==> src/rtl/rom_access_ctrl.sv <==
// Two-port round-robin front end for a single combinational ROM, with
// programmable wait states and per-port valid/ready response registers.
module rom_access_ctrl #(
  parameter int DATA_WIDTH  = 32,
  parameter int ADDR_WIDTH  = 32,
  parameter int WAIT_STATES = 0
) (
  input  logic                  i_clock,
  input  logic                  i_reset,
  input  logic                  i_a_req,
  input  logic [ADDR_WIDTH-1:0] i_a_addr,
  output logic                  o_a_gnt,
  output logic                  o_a_rvalid,
  output logic [DATA_WIDTH-1:0] o_a_rdata,
  input  logic                  i_a_rready,
  input  logic                  i_b_req,
  input  logic [ADDR_WIDTH-1:0] i_b_addr,
  output logic                  o_b_gnt,
  output logic                  o_b_rvalid,
  output logic [DATA_WIDTH-1:0] o_b_rdata,
  input  logic                  i_b_rready,
  output logic [ADDR_WIDTH-1:0] o_mem_addr,
  input  logic [DATA_WIDTH-1:0] i_mem_rdata,
  output logic                  o_busy
);

  typedef enum logic {ST_IDLE, ST_WAIT} state_t;

  localparam logic [3:0] WS = 4'(WAIT_STATES);

  state_t                state_q, state_d;
  logic [3:0]            cnt_q, cnt_d;
  logic                  prefer_b_q;
  logic                  cur_b_q;
  logic [ADDR_WIDTH-1:0] addr_q;
  logic                  a_rvalid_q, b_rvalid_q;
  logic [DATA_WIDTH-1:0] a_rdata_q, b_rdata_q;

  logic                  elig_a, elig_b;
  logic                  gnt_a, gnt_b, gnt_any;
  logic [ADDR_WIDTH-1:0] gnt_addr;
  logic                  cap_a, cap_b;

  always_comb begin
    elig_a   = i_a_req && (!a_rvalid_q || i_a_rready);
    elig_b   = i_b_req && (!b_rvalid_q || i_b_rready);
    gnt_a    = 1'b0;
    gnt_b    = 1'b0;
    // Grants are masked during reset so every output reads 0 while it is held.
    if (state_q == ST_IDLE && !i_reset) begin
      if (elig_a && (!elig_b || !prefer_b_q)) gnt_a = 1'b1;
      else if (elig_b)                         gnt_b = 1'b1;
    end
    gnt_any  = gnt_a | gnt_b;
    gnt_addr = gnt_b ? i_b_addr : i_a_addr;
    o_mem_addr = gnt_any ? gnt_addr : addr_q;

    state_d = state_q;
    cnt_d   = cnt_q;
    cap_a   = 1'b0;
    cap_b   = 1'b0;
    if (WAIT_STATES == 0) begin
      cap_a = gnt_a;
      cap_b = gnt_b;
    end else if (gnt_any) begin
      state_d = ST_WAIT;
      cnt_d   = WS;
    end else if (state_q == ST_WAIT) begin
      cnt_d = cnt_q - 4'd1;
      if (cnt_q == 4'd1) begin
        state_d = ST_IDLE;
        cap_a   = !cur_b_q;
        cap_b   = cur_b_q;
      end
    end
  end

  always_ff @(posedge i_clock or posedge i_reset) begin
    if (i_reset) begin
      state_q    <= ST_IDLE;
      cnt_q      <= 4'd0;
      prefer_b_q <= 1'b0;
      cur_b_q    <= 1'b0;
      addr_q     <= '0;
    end else begin
      state_q <= state_d;
      cnt_q   <= cnt_d;
      if (gnt_any) begin
        prefer_b_q <= gnt_a;
        cur_b_q    <= gnt_b;
        addr_q     <= gnt_addr;
      end
    end
  end

  // A capture on the same edge as an accept keeps rvalid high with fresh data.
  always_ff @(posedge i_clock or posedge i_reset) begin
    if (i_reset) begin
      a_rvalid_q <= 1'b0;
      a_rdata_q  <= '0;
      b_rvalid_q <= 1'b0;
      b_rdata_q  <= '0;
    end else begin
      if (cap_a) begin
        a_rvalid_q <= 1'b1;
        a_rdata_q  <= i_mem_rdata;
      end else if (a_rvalid_q && i_a_rready) begin
        a_rvalid_q <= 1'b0;
      end
      if (cap_b) begin
        b_rvalid_q <= 1'b1;
        b_rdata_q  <= i_mem_rdata;
      end else if (b_rvalid_q && i_b_rready) begin
        b_rvalid_q <= 1'b0;
      end
    end
  end

  assign o_a_gnt    = gnt_a;
  assign o_b_gnt    = gnt_b;
  assign o_a_rvalid = a_rvalid_q;
  assign o_a_rdata  = a_rdata_q;
  assign o_b_rvalid = b_rvalid_q;
  assign o_b_rdata  = b_rdata_q;
  assign o_busy     = (state_q == ST_WAIT);

endmodule

==> config.mk <==
export PLATFORM = sky130hd
export DESIGN_NAME = rom_access_ctrl
export DESIGN_NICKNAME = d
export VERILOG_FILES = /design/src/rtl/rom_access_ctrl.sv
export SDC_FILE = /design/constraint.sdc
export NUM_CORES = 1
export LEC_CHECK = 0
export CAP_MARGIN = 20
export CORE_ASPECT_RATIO = 1.1
export CORE_MARGIN = 4
export CORE_UTILIZATION = 45
export CTS_BUF_LIST = sky130_fd_sc_hd__clkbuf_8
export DETAILED_ROUTE_END_ITERATION = 12
export HOLD_SLACK_MARGIN = 0.15
export MAX_ROUTING_LAYER = met4
export PLACE_DENSITY = 0.88
export SLEW_MARGIN = 0
export SYNTH_ARGS = -nofsm -noshare
export SYNTH_HDL_FRONTEND = slang
export SYNTH_SLANG_ARGS = --single-unit
export TNS_END_PERCENT = 30
==> constraint.sdc <==
create_clock -name i_clock -period 11.93 [get_ports i_clock]
set_clock_uncertainty 0.2 [all_clocks]
set_input_delay 2.386 -clock i_clock [delete_from_list [all_inputs] [get_ports i_clock]]
set_output_delay 2.386 -clock i_clock [all_outputs]
set_load 0.005 [all_outputs]
==> reports/results.ini, run 1 <==
[run_status]
outcome=finished clean

[timing]
final_max_slew_viol_count=0
max_slew_margin_pct=46.62
hold_violations=0
worst_pin_slew_ns=0.8007
fin_crit_ns=7.794
tns_ns=0
timing.final.crit_share_pct=65.33
setup_viol=0
rsz0062_at_grt=no
hold_ws_ns=0.2816
fmax_ghz=0.1283

[route]
drcViolationCount=0
routed-via-count=3739
antenna_left=0
dr.pass1.iters=4
avgRoutedWirePerCell_um=18.00
drt_iter0_drc=114
routed_via_density=5.296
wirelength_um=12710

[pwr]
power_frac_clock_pct=19.9
ir_drop_mv=0.08878
powerDensity_nw_per_um2=153.2
p_seq_share_pct=45.1
p_switching_mw=0.2802
swShare_pct=28.25
p_int_mw=0.7116
p_comb_share_pct=35.0
p_leak_nw=2.848

[layout]
area_growth_pct=53.90
final_nets=689
drive_gt1_share_pct=10.64
n_antenna_cell=0

[clock_network]
h-tree-depth=3
insertion_delay_ns=0.35
postCtsSetupRepairBufs=0
cts_sinks=99
hold_buffers=0
clk_path_buf_depth=2
tritoncts=yes
cts_root_buf=clkbuf_8
cts_made_buffers=9
clk_pin_slew_worst_paths_ns=0.09
cts.repair.resized=0

[logic_synthesis]
synth_top_area_share_pct=58.89
synth_fp_nets=500
ys_ff_latch=99
synth_area_um2=4207
yosysWarnings=0
synthCells=398
yosysUniqueCellTypes=28
yosysSeqAreaShare_pct=58.89
synth_top_area_cell=dfrtp_1
avgSynthCellArea_um2=10.57
ys_top_cells_by_area=dfrtp_1 (59%), nand2_1 (8.7%), mux2_2 (7.5%)

[worst_setup_path]
max_stage_delay_ns=0.55
cp_slowest_cell=clkdlybuf4s50_1
end_kind=primary output
path_cells=clkdlybuf4s50_1, buf_4, inv_4, and3_4, nand2_2, inv_2, clkdlybuf4s50_1
crit_buf_inv=5
critPathTopFamily=buffers and inverters
crit_fanout=35
setup.worst_path.class=in2out
cpMostUsedCell=clkdlybuf4s50_1
crit_arrival_ns=5.21
required_ns=9.34
critPathLaunchType=input port

[global_routing]
grt_pass1_vias=4016
grt_usage_pct=23.91
antenna_found_initial=0
grt_pass1_wl_um=19830
grt_max_degree=83
overflow=0

[floorplanning]
num_rows=36
core_area_um2=9009
die-height_um=109.4
io_pins=203
start_util_pct=46.69
die-area_um2=10960
die_width_um=100.2

[placement]
dp_hpwl_um=8851
gp_congestion=0.8842
numPortBuffers=201

[worst_hold_path]
hold_path.class=reg2reg

[run]
cap_violations=0

-- cells in the final DEF, fill, tap and decap left out, types with 2 or more instances in the layout --
cell             Yosys  final
a21oi_1             27     27
mux2_4               4      4
nand2_1             98     98
dfrtp_1             99     99
clkinvlp_4           0      2
nor2_1              28     28
o21ai_0             37     37
mux2_2              28     28
clkdlybuf4s50_1      0    201
buf_4                5      3
inv_2                2      2
buf_16               0      2
clkbuf_8             0     11
o31ai_1             27     27
mux2i_1              5      5
clkinv_2             0      2
-- layer usage --
layer / share of wire [%] / GRT usage [%] / up-vias
met4: 2.6 / 10.59 / 0
met3: 7.1 / 5.711 / 30
met2: 51 / 39.58 / 165
met5: 0 / - / -
li1: - / - / 1715
met1: 39 / 27.81 / 1829
-- power by group through the flow --
stage | Sequential (mW) | Clock [mW] | Combinational (mW)
after floorplan | 0.455 | 0 | 0.118
after global placement | 0.449 | 0 | 0.336
after detailed placement | 0.454 | 0 | 0.345
after CTS | 0.448 | 0.202 | 0.347
after global routing | 0.456 | 0.216 | 0.376
final | 0.447 | 0.197 | 0.347
-- tightest hold or removal path, cell delays in order (launching register included) --
cell and delay, ns:
dfrtp_1 0.35, nand2_1 0.05, nand2_1 0.05
-- synthesized netlist by cell type --
master / instances
buf_2: 9
mux2_4: 4
clkbuf_1: 10
inv_2: 2
nor2_1: 28
mux2i_1: 5
nand3_2: 1
nand2b_4: 1
buf_4: 5
nand2b_2: 1
o21ai_0: 37
or2_1: 1
a21oi_1: 27
conb_1: 1
buf_6: 5
a22oi_4: 1
and2b_1: 1
nand2_2: 1
o211ai_2: 1
nand2_1: 98
nor2b_1: 1
mux2_2: 28
nand2b_1: 1
dfrtp_1: 99
inv_1: 1
and3_4: 1
o31ai_1: 27
a31oi_1: 1
-- state kept, by name (all words and copies together), names as in the netlist --
register,cells
prefer_b_q,1
addr_q,32
o_a_rvalid,1
o_b_rvalid,1
o_a_rdata,32
o_b_rdata,32
-- kinds of logic after synthesis --
family	Yosys count	share of synthesized area (%)
AND/OR/NAND/NOR	135	13.06
flip-flops	99	58.89
AO/OA/AOI/OAI	94	13.38
multiplexers	37	10.11
buffers and inverters	32	4.462
other	1	0.08915
-- metrics by stage --
| step | instance area (um^2) | worst slack, ns | std cells | total power [mW] | utilization [%] |
|---|---|---|---|---|---|
| after CTS | 6399 | 3.849 | 703 | 0.9973 | 71.03 |
| after detailed placement | 6218 | 3.850 | 687 | 0.7993 | 69.03 |
| after floorplan | 4207 | 3.671 | 398 | 0.5732 | - |
| after global placement | 6218 | 3.994 | 687 | 0.7852 | 69.03 |
| after global routing | 6474 | 3.936 | 706 | 1.048 | 71.86 |
| final | 6474 | 4.136 | 706 | 0.9918 | 71.86 |
-- area by class of cell --
class,count,area [um^2]
sequential,99,2477
inverter,3,13.76
tap,114,142.6
multi-input combinational,267,1550
clock buffer,11,151.4
fill,650,2535
timing repair buffer,207,2110
clock inverter,5,28.78
-- final timing paths --
kind | cells past startpoint | slack, ns | start | end
min | 2 | 0.28 | o_b_rdata[28] | o_b_rdata[28]
max | 7 | 4.14 | i_reset | o_a_gnt
min reg2reg | 2 | 0.28 | o_b_rdata[28] | o_b_rdata[28]
min in group asynchronous | 3 | 2.34 | i_reset | o_b_rdata[14]
max in group asynchronous | 5 | 8.22 | i_reset | o_a_rdata[8]
max reg2reg | 5 | 9.14 | o_b_rvalid | o_a_rdata[0]
Power figures use the tool's default switching activity.
==> run 2: changes to the inputs <==
--- a/config.mk
+++ b/config.mk
@@ -8,12 +8,12 @@
 export CAP_MARGIN = 20
 export CORE_ASPECT_RATIO = 1.1
 export CORE_MARGIN = 4
-export CORE_UTILIZATION = 45
+export CORE_UTILIZATION = 38
 export CTS_BUF_LIST = sky130_fd_sc_hd__clkbuf_8
 export DETAILED_ROUTE_END_ITERATION = 12
 export HOLD_SLACK_MARGIN = 0.15
 export MAX_ROUTING_LAYER = met4
-export PLACE_DENSITY = 0.88
+export PLACE_DENSITY = 0.79
 export SLEW_MARGIN = 0
 export SYNTH_ARGS = -nofsm -noshare
 export SYNTH_HDL_FRONTEND = slang
==> constraint.sdc (replaced) <==
create_clock -name i_clock -period 6.4 [get_ports i_clock]
set_clock_uncertainty 0.2 [all_clocks]
set_input_delay 1.28 -clock i_clock [delete_from_list [all_inputs] [get_ports i_clock]]
set_output_delay 1.28 -clock i_clock [all_outputs]
set_load 0.005 [all_outputs]
==> reports/results.ini, run 2 (synthesis results as in run 1) <==
[layout]
final_common_cell=clkdlybuf4s50_1
utilization_pct=59.88  ; -12 points
area_growth_pct=54.61
fill_cells=929  ; +43%
multi_input_area_um2=1550  ; unchanged
n_antenna_cell=0  ; unchanged
final_nets=691  ; +0.29%
drive_gt1_share_pct=10.61  ; -0.036 points
regArea_um2=2477  ; unchanged
layout_common_cells=clkdlybuf4s50_1 (201), dfrtp_1 (99), nand2_1 (98)

[route]
wirelength_um=12460  ; -1.9%
dr.pass1.iters=4  ; unchanged
routed_via_density=5.004  ; -5.5%
avgRoutedWirePerCell_um=16.82  ; -6.5%
routed-via-count=3708  ; -0.83%
drt_iter0_drc=226  ; +98%
antenna_left=0  ; unchanged
drcViolationCount=0  ; unchanged

[timing]
worst_pin_slew_ns=0.7129  ; -0.08787 ns
tns_ns=0  ; unchanged
timing.final.crit_share_pct=81.58
max_slew_margin_pct=52.48  ; +5.9 points
hold_violations=0  ; unchanged
rsz0062_at_grt=no
final_max_slew_viol_count=0  ; unchanged
setup_viol=0  ; unchanged
fmax_ghz=0.1915
fin_crit_ns=5.221

[floorplanning]
start_util_pct=38.73  ; -8.0 points
core_area_um2=10860  ; +21%
die_width_um=108.3  ; +8.1%
die-height_um=118.4  ; +8.2%
die-area_um2=12820  ; +17%
io_pins=203  ; unchanged
num_rows=40  ; +11%

[global_routing]
grt_pass1_vias=3970  ; -1.1%
grt_pass1_wl_um=19660  ; -0.87%
grt_usage_pct=19.92  ; -4.0 points
overflow=0  ; unchanged
antenna_found_initial=0  ; unchanged
grt_max_degree=58  ; -30%

[run]
cap_violations=0  ; unchanged

[pwr]
p_leak_nw=2.857  ; +0.30%
ir_drop_mv=0.1515  ; +71%
powerDensity_nw_per_um2=286.4  ; +87%

[clock_network]
cts_root_buf=clkbuf_8
cts_sinks=99  ; unchanged
cts.repair.resized=0  ; unchanged
h-tree-depth=3  ; unchanged
insertion_delay_ns=0.36  ; about the same
hold_buffers=0  ; unchanged
cts_made_buffers=9  ; unchanged
clk_pin_slew_worst_paths_ns=0.09  ; about the same
tritoncts=yes
clk_path_buf_depth=2  ; unchanged
postCtsSetupRepairBufs=0  ; unchanged

[placement]
numPortBuffers=201  ; unchanged
dp_hpwl_um=9027  ; +2.0%
gp_congestion=0.7939  ; -10%

[worst_setup_path]
r2r_cells=5  ; unchanged
r2r_slack_ns=3.97  ; -5.17 ns
reg2reg_from=o_b_rvalid
end_kind=primary output
crit_fanout=32  ; -8.6%
r2r_end=o_a_rdata[7]
setup.worst_path.class=in2out
critPathLaunchType=input port
crit_arrival_ns=3.74  ; -1.47 ns
required_ns=4.92  ; -4.42 ns

[worst_hold_path]
min_to=o_b_rdata[24]
hold_path_depth=2  ; unchanged
hp-start=o_b_rdata[24]
hold_path.class=reg2reg

[run_status]
outcome=finished clean

==> run 2: cell count changes in the layout (fill, tap and decap cells not counted), sizes merged <==
cell      change
inv           +2
clkinvlp      -1
bufinv        +1
buf           +2
clkbuf        -2
==> run 2: area by class of cell <==
type,instances,share of cell area [%]
flip-flops and latches,99,38.09
repair buffers,209,32.17
multi-input cells,267,23.84
well taps,147,2.828
clock buffers,9,1.905
clock inverters,7,0.9619
inverters,3,0.2116
==> run 2: metal layers <==
| metal | vias up | share of wire [%] | GRT usage (%) |
|---|---|---|---|
| met2 | 158 | 50 | 32.97 |
| met1 | 1811 | 40 | 23.24 |
| met5 | - | 0 | - |
| li1 | 1723 | - | - |
| met4 | 0 | 2.1 | 7.577 |
| met3 | 16 | 7.8 | 4.970 |
==> run 2: power breakdown <==
part | internal [mW] | leakage (nW) | switching (mW)
logic | 0.397 | 1.54 | 0.244
registers | 0.768 | 1.22 | 0.0671
clock network | 0.177 | 0.103 | 0.210
==> run 2: per-stage QoR <==
stage | hold slack, ns | instance area, um^2 | power, mW | setup WS (ns) | instances
after global placement | 0.2578 | 6290 | 1.466 | 1.161 | 724
after floorplan | 0.2691 | 4207 | 1.068 | 0.3528 | 398
after detailed placement | 0.2609 | 6290 | 1.490 | 1.062 | 724
final | 0.2807 | 6504 | 1.863 | 1.179 | 741
after global routing | 0.3023 | 6504 | 1.973 | 1.016 | 741
after CTS | 0.2837 | 6476 | 1.886 | 1.051 | 740
==> run 2: critical path: stages <==
cell and delay (ns):
clkdlybuf4s50_1 0.55, and2b_1 0.33, o211ai_4 0.09, inv_2 0.44, nor2_1 0.10, o31ai_1 0.37
clkdlybuf4s50_1 0.58
==> run 2: how the worst max path moves through the flow <==
| stage | end | start | depth (start not counted) | slack [ns] |
|---|---|---|---|---|
| finish | o_mem_addr[15] | i_reset | 7 | 1.18 |
| global route | o_mem_addr[18] | i_reset | 7 | 1.02 |
| CTS | o_mem_addr[26] | i_b_rready | 6 | 1.05 |
| detailed placement | o_mem_addr[26] | i_b_rready | 6 | 1.06 |
| global placement | o_mem_addr[26] | i_b_rready | 6 | 1.16 |
| floorplan | o_mem_addr[20] | i_reset | 6 | 0.35 |
